$ cat config.mk
export PLATFORM = sky130hd
export DESIGN_NAME = ula_seq
export DESIGN_NICKNAME = d
export VERILOG_FILES = /design/src/rtl/ula_seq.sv
export SDC_FILE = /design/constraint.sdc
export NUM_CORES = 1
export LEC_CHECK = 0
export CAP_MARGIN = 20
export CORE_MARGIN = 2
export CORE_UTILIZATION = 40
export DETAILED_ROUTE_END_ITERATION = 7
export GPL_TIMING_DRIVEN = 1
export HOLD_SLACK_MARGIN = 0.12
export SETUP_SLACK_MARGIN = 0.02
export SLEW_MARGIN = 5
export SYNTH_ARGS = -nofsm -noshare
export SYNTH_HDL_FRONTEND = slang
export SYNTH_SLANG_ARGS = --single-unit
$ cat constraint.sdc
create_clock -name clk -period 4.2 [get_ports clk]
set_input_delay 0.63 -clock clk [delete_from_list [all_inputs] [get_ports clk]]
set_output_delay 0.63 -clock clk [all_outputs]
set_load 0.02 [all_outputs]
$ cat src/rtl/ula_seq.sv
// Registered signed ALU with a start/busy/done handshake.
// Single-cycle logic/add/sub/acc ops and an N_BITS-iteration shift-add signed multiply.
module ula_seq #(
    parameter int N_BITS = 8
) (
    input  logic              clk,
    input  logic              reset,
    input  logic              start,
    input  logic [N_BITS-1:0] A,
    input  logic [N_BITS-1:0] B,
    input  logic [2:0]        F,
    output logic              busy,
    output logic              done,
    output logic [N_BITS-1:0] Saida,
    output logic              FLAG_O,
    output logic              ZERO,
    output logic              NEG
);

    localparam int P_W   = 2 * N_BITS;
    localparam int CNT_W = $clog2(N_BITS) + 1;

    localparam logic [2:0] OP_AND = 3'b000;
    localparam logic [2:0] OP_OR  = 3'b001;
    localparam logic [2:0] OP_ADD = 3'b010;
    localparam logic [2:0] OP_SUB = 3'b011;
    localparam logic [2:0] OP_XOR = 3'b100;
    localparam logic [2:0] OP_MUL = 3'b101;
    localparam logic [2:0] OP_ACC = 3'b110;

    localparam logic [N_BITS-1:0] ONE_N  = 1;
    localparam logic [P_W-1:0]    ONE_P  = 1;
    localparam logic [CNT_W-1:0]  ONE_C  = 1;
    localparam logic [CNT_W-1:0]  LAST_C = CNT_W'(N_BITS - 1);

    typedef enum logic {S_IDLE, S_MUL} state_t;

    function automatic logic add_ovf(input logic a, input logic b, input logic s);
        return (a == b) && (s != a);
    endfunction

    function automatic logic sub_ovf(input logic a, input logic b, input logic s);
        return (a != b) && (s != a);
    endfunction

    // Unsigned magnitude; the most-negative value maps to 2^(N_BITS-1).
    function automatic logic [N_BITS-1:0] mag(input logic [N_BITS-1:0] v);
        return v[N_BITS-1] ? ((~v) + ONE_N) : v;
    endfunction

    function automatic logic prod_ovf(input logic [P_W-1:0] p);
        return !((&p[P_W-1:N_BITS-1]) || !(|p[P_W-1:N_BITS-1]));
    endfunction

    state_t             state_q, state_d;
    logic [CNT_W-1:0]   cnt_q, cnt_d;
    logic               done_q, done_d;
    logic [N_BITS-1:0]  res_q, res_d;
    logic               ovf_q, ovf_d;
    logic               zero_q, zero_d;
    logic               neg_q, neg_d;
    logic [P_W-1:0]     mcand_q, mcand_d;
    logic [N_BITS-1:0]  mplier_q, mplier_d;
    logic [P_W-1:0]     prod_q, prod_d;
    logic               sign_q, sign_d;

    logic [N_BITS-1:0]  alu_res, sum, diff, acc;
    logic               alu_ovf;
    logic [P_W-1:0]     prod_nxt, prod_sgn;

    always_comb begin
        alu_res = '0;
        alu_ovf = 1'b0;
        sum     = A + B;
        diff    = A - B;
        acc     = res_q + A;
        case (F)
            OP_AND: alu_res = A & B;
            OP_OR:  alu_res = A | B;
            OP_XOR: alu_res = A ^ B;
            OP_ADD: begin
                alu_res = sum;
                alu_ovf = add_ovf(A[N_BITS-1], B[N_BITS-1], sum[N_BITS-1]);
            end
            OP_SUB: begin
                alu_res = diff;
                alu_ovf = sub_ovf(A[N_BITS-1], B[N_BITS-1], diff[N_BITS-1]);
            end
            OP_ACC: begin
                alu_res = acc;
                alu_ovf = add_ovf(res_q[N_BITS-1], A[N_BITS-1], acc[N_BITS-1]);
            end
            default: ;
        endcase
    end

    always_comb begin
        prod_nxt = prod_q + (mplier_q[0] ? mcand_q : '0);
        prod_sgn = sign_q ? ((~prod_nxt) + ONE_P) : prod_nxt;
    end

    always_comb begin
        state_d  = state_q;
        cnt_d    = cnt_q;
        done_d   = 1'b0;
        res_d    = res_q;
        ovf_d    = ovf_q;
        mcand_d  = mcand_q;
        mplier_d = mplier_q;
        prod_d   = prod_q;
        sign_d   = sign_q;
        case (state_q)
            S_IDLE: begin
                if (start) begin
                    if (F == OP_MUL) begin
                        state_d  = S_MUL;
                        cnt_d    = '0;
                        mcand_d  = {{N_BITS{1'b0}}, mag(A)};
                        mplier_d = mag(B);
                        prod_d   = '0;
                        sign_d   = A[N_BITS-1] ^ B[N_BITS-1];
                    end else begin
                        res_d  = alu_res;
                        ovf_d  = alu_ovf;
                        done_d = 1'b1;
                    end
                end
            end
            S_MUL: begin
                prod_d   = prod_nxt;
                mcand_d  = mcand_q << 1;
                mplier_d = mplier_q >> 1;
                cnt_d    = cnt_q + ONE_C;
                if (cnt_q == LAST_C) begin
                    state_d = S_IDLE;
                    cnt_d   = '0;
                    res_d   = prod_sgn[N_BITS-1:0];
                    ovf_d   = prod_ovf(prod_sgn);
                    done_d  = 1'b1;
                end
            end
            default: state_d = S_IDLE;
        endcase
        zero_d = (res_d == '0);
        neg_d  = res_d[N_BITS-1];
    end

    always_ff @(posedge clk) begin
        if (reset) begin
            state_q <= S_IDLE;
            cnt_q   <= '0;
            done_q  <= 1'b0;
            res_q   <= '0;
            ovf_q   <= 1'b0;
            zero_q  <= 1'b1;
            neg_q   <= 1'b0;
        end else begin
            state_q <= state_d;
            cnt_q   <= cnt_d;
            done_q  <= done_d;
            res_q   <= res_d;
            ovf_q   <= ovf_d;
            zero_q  <= zero_d;
            neg_q   <= neg_d;
        end
    end

    // Multiplier datapath: only meaningful while in S_MUL, so no reset.
    always_ff @(posedge clk) begin
        mcand_q  <= mcand_d;
        mplier_q <= mplier_d;
        prod_q   <= prod_d;
        sign_q   <= sign_d;
    end

    assign busy   = (state_q == S_MUL);
    assign done   = done_q;
    assign Saida  = res_q;
    assign FLAG_O = ovf_q;
    assign ZERO   = zero_q;
    assign NEG    = neg_q;

endmodule

==> flow_metrics.py <==
metrics = {
    "critical_path": {
        "path_buf_inv": 0,
        "cp_cell_sequence": "and2_1 -> ha_1 -> fa_1 -> a211o_1 -> a21oi_1 -> o21ai_0 -> or3_4 -> or2_1 -> or3_1 -> o41ai_2 -> xnor2_1 -> or3_1 -> and3_1",
        "criticalPathCategory": "flop to flop",
        "r2r_cells": 13,
        "crit_slowest_cell": "fa_1",
        "start_kind": "flop",
        "arrival_ps": 4140,
        "critPathRequiredTime_ps": 4430,
        "cp-end-kind": "flop",
        "cpPeakStageDelay_ps": 430,
        "crit_top_cell": "or3_1",
        "critPathTopFamily": "simple AND/OR/NAND/NOR gates",
        "r2r_start": "mcand_q[0]",
        "r2r_slack_ps": 290,
        "crit_fanout": 5,
        "timing.rr.end": "FLAG_O",
    },
    "detailed_routing": {
        "viasPerCell": 5.66,
        "ant_nets": 0,
        "drc": 0,
        "wirelength_um": 13800,
        "firstDrtPassIters": 6,
        "first_iter_violations": 309,
        "vias": 4564,
        "avgRoutedWirePerCell_um": 17.0,
    },
    "clock_tree": {
        "path_clk_slew_ps": 50,
        "cts-root-buf": "clkbuf_16",
        "cts-buffers-inserted": 9,
        "h-tree-depth": 3,
        "cts_setup_buffers": 0,
        "cts_buffer_depth": 2,
        "clk_latency_ps": 340,
        "numClockSinks": 57,
        "cts_tree": "done",
    },
    "sta": {
        "drv_slew": 0,
        "finalCritPeriodShare_pct": 93.2,
        "finalHoldViolCount": 0,
        "hold_ws_ps": 494,
        "fin_skew_ps": 8.53,
        "slew_headroom_pct": 45.7,
        "setup_viol": 0,
        "rsz0062_at_grt": "no",
        "finalSetupTns_ps": 0,
        "min_period_ps": 3910,
        "clock.fmax_ghz": 0.255,
        "worst_slew_pin_slew_ps": 805,
    },
    "power_and_ir_drop": {
        "p_per_area_nw_per_um2": 296,
        "p_leak_uw": 0.00241,
        "vdd_ir_drop_max_mv": 0.166,
    },
    "synth": {
        "yosysSeqAreaShare_pct": 29.6,
        "synth.avg_cell_area_um2": 8.89,
        "ys_types": 77,
        "async_flop_share_pct": 0,
        "syn_inst": 590,
        "synth-seq-cells": 57,
        "ys_top_cells_by_area": "edfxtp_1 23%, ha_1 12%, dfxtp_1 6.1%",
        "ys_warn_count": 0,
        "synth_top_area_cell": "edfxtp_1",
        "synth-main-ff-cell": "edfxtp_1",
        "yosysMostFrequentCell": "nor2_1",
        "synth_top_area_share_pct": 23.5,
        "synth_edf_count": 41,
        "syn_nets": 665,
        "synth_commonest_cells": "50 x nor2_1, 49 x ha_1, 41 x edfxtp_1, 39 x nand2_1, 37 x inv_1",
        "synth_area_um2": 5250,
    },
    "place": {
        "port_buffers": 34,
        "dp_hpwl_um": 10600,
        "gp_congestion": 0.914,
    },
    "floorplan": {
        "die_w_um": 119,
        "dieArea_um2": 14100,
        "initial_core_util_pct": 41.2,
        "dieHeight_um": 119,
        "rows": 41,
        "core-area_um2": 12700,
        "ios": 35,
    },
    "cells_and_area": {
        "final_util_pct": 48.0,
        "fin_nets": 705,
        "drive_gt1_share_pct": 9.45,
        "n_fill_cell": 1251,
        "area_delta_synth_final_pct": 16.4,
        "diodes": 0,
        "multi_input_area_um2": 3440,
        "final-seq-area_um2": 1550,
    },
    "grt": {
        "grt_pass1_vias": 4383,
        "grt_max_degree": 49,
        "antenna_found_initial": 0,
        "grt_pass1_wl_um": 22400,
        "gr-usage-all-layers_pct": 19.9,
        "overflow": 0,
    },
    "status": {
        "status": "completed",
    },
    "worst_hold_path": {
        "hold_class": "flop to flop",
        "hold_depth": 2,
        "min_from": "cnt_q[3]",
        "hold_path_end": "cnt_q[3]",
    },
    "job": {
        "drv_cap": 0,
    },
}
[per-stage QoR]
step                      setup WS, ps  total power (µW)  cell area (µm²)  std cells
after CTS                          251              1820             6100        807
after detailed placement           247              1150             5830        791
after floorplan                    380               993             5250        590
after global placement             175              1140             5830        791
final                              285              1810             6110        807
after global routing              50.2              1890             6110        807
[per-layer routing]
layer	global-route usage (%)	part of all wire, %	up-vias	wire, µm
li1	-	-	2241	-
met1	28.6	48	2167	6630
met2	29.4	44	129	6020
met3	3.67	5.7	27	780
met4	7.89	2.4	0	329
met5	0	0	-	0
[placed cells by master (no fill, tap or decap), types with 17 or more instances in the layout]
master            n
edfxtp_1         41
nor2_1           50
and2_1           28
buf_4            20
o21ai_0          32
inv_1            37
a21oi_1          35
nand2_1          39
xnor2_1          35
clkdlybuf4s50_1  34
ha_1             49
nand3_1          17
[worst reg2reg max path, stage by stage, from the launching register on]
cell and delay, ps:
edfxtp_1 370, and2_1 170, ha_1 210, fa_1 430
a211o_1 320, a21oi_1 220, o21ai_0 130, or3_4 420
or2_1 250, or3_1 330, o41ai_2 310, xnor2_1 120
or3_1 370, and3_1 160
[cell type report]
cell class                 instances  share of cell area [%]
sequential                        57                    25.4
timing repair buffer              54                    8.03
inverter                          37                    2.27
clock buffer                      10                    3.75
tap                              172                    3.52
clock inverter                     6                   0.696
multi-input combinational        471                    56.3
[worst max path at each step]
stage | cells after the start | to | from
finish | 13 | FLAG_O | mcand_q[0]
global route | 13 | FLAG_O | mplier_q[0]
CTS | 13 | FLAG_O | mcand_q[0]
detailed placement | 13 | FLAG_O | A[1]
global placement | 12 | ZERO | A[1]
floorplan | 13 | FLAG_O | mplier_q[0]
[where the power goes]
part,switching (µW),internal [µW]
registers,15.5,633
clock network,264,400
logic,284,210
total,563,1240
[flip-flops by register name (all words and copies together), names as in the netlist]
| name | cells |
|---|---|
| done | 1 |
| Saida | 8 |
| prod_q | 16 |
| mplier_q | 8 |
| mcand_q | 16 |
| busy | 1 |
| FLAG_O | 1 |
| cnt_q | 4 |
| ZERO | 1 |
| sign_q | 1 |
[kinds of logic (layout without fill, tap and decap cells)]
logic type | after synthesis | in the layout | synth area share, %
fa+ha+maj | 53 | 53 | 13.2
xor+xnor | 46 | 46 | 8.04
compound gates | 154 | 154 | 21.0
buf+inv | 62 | 107 | 4.96
mux | 21 | 21 | 4.12
simple gates | 197 | 197 | 19.1
flops | 57 | 57 | 29.6
[timing repair]
action	CTS	global route
endpoints found under the setup margin	0	1
resized for setup	0	1
hold buffers	0	0
No activity file was read; power rests on OpenSTA's default activity.
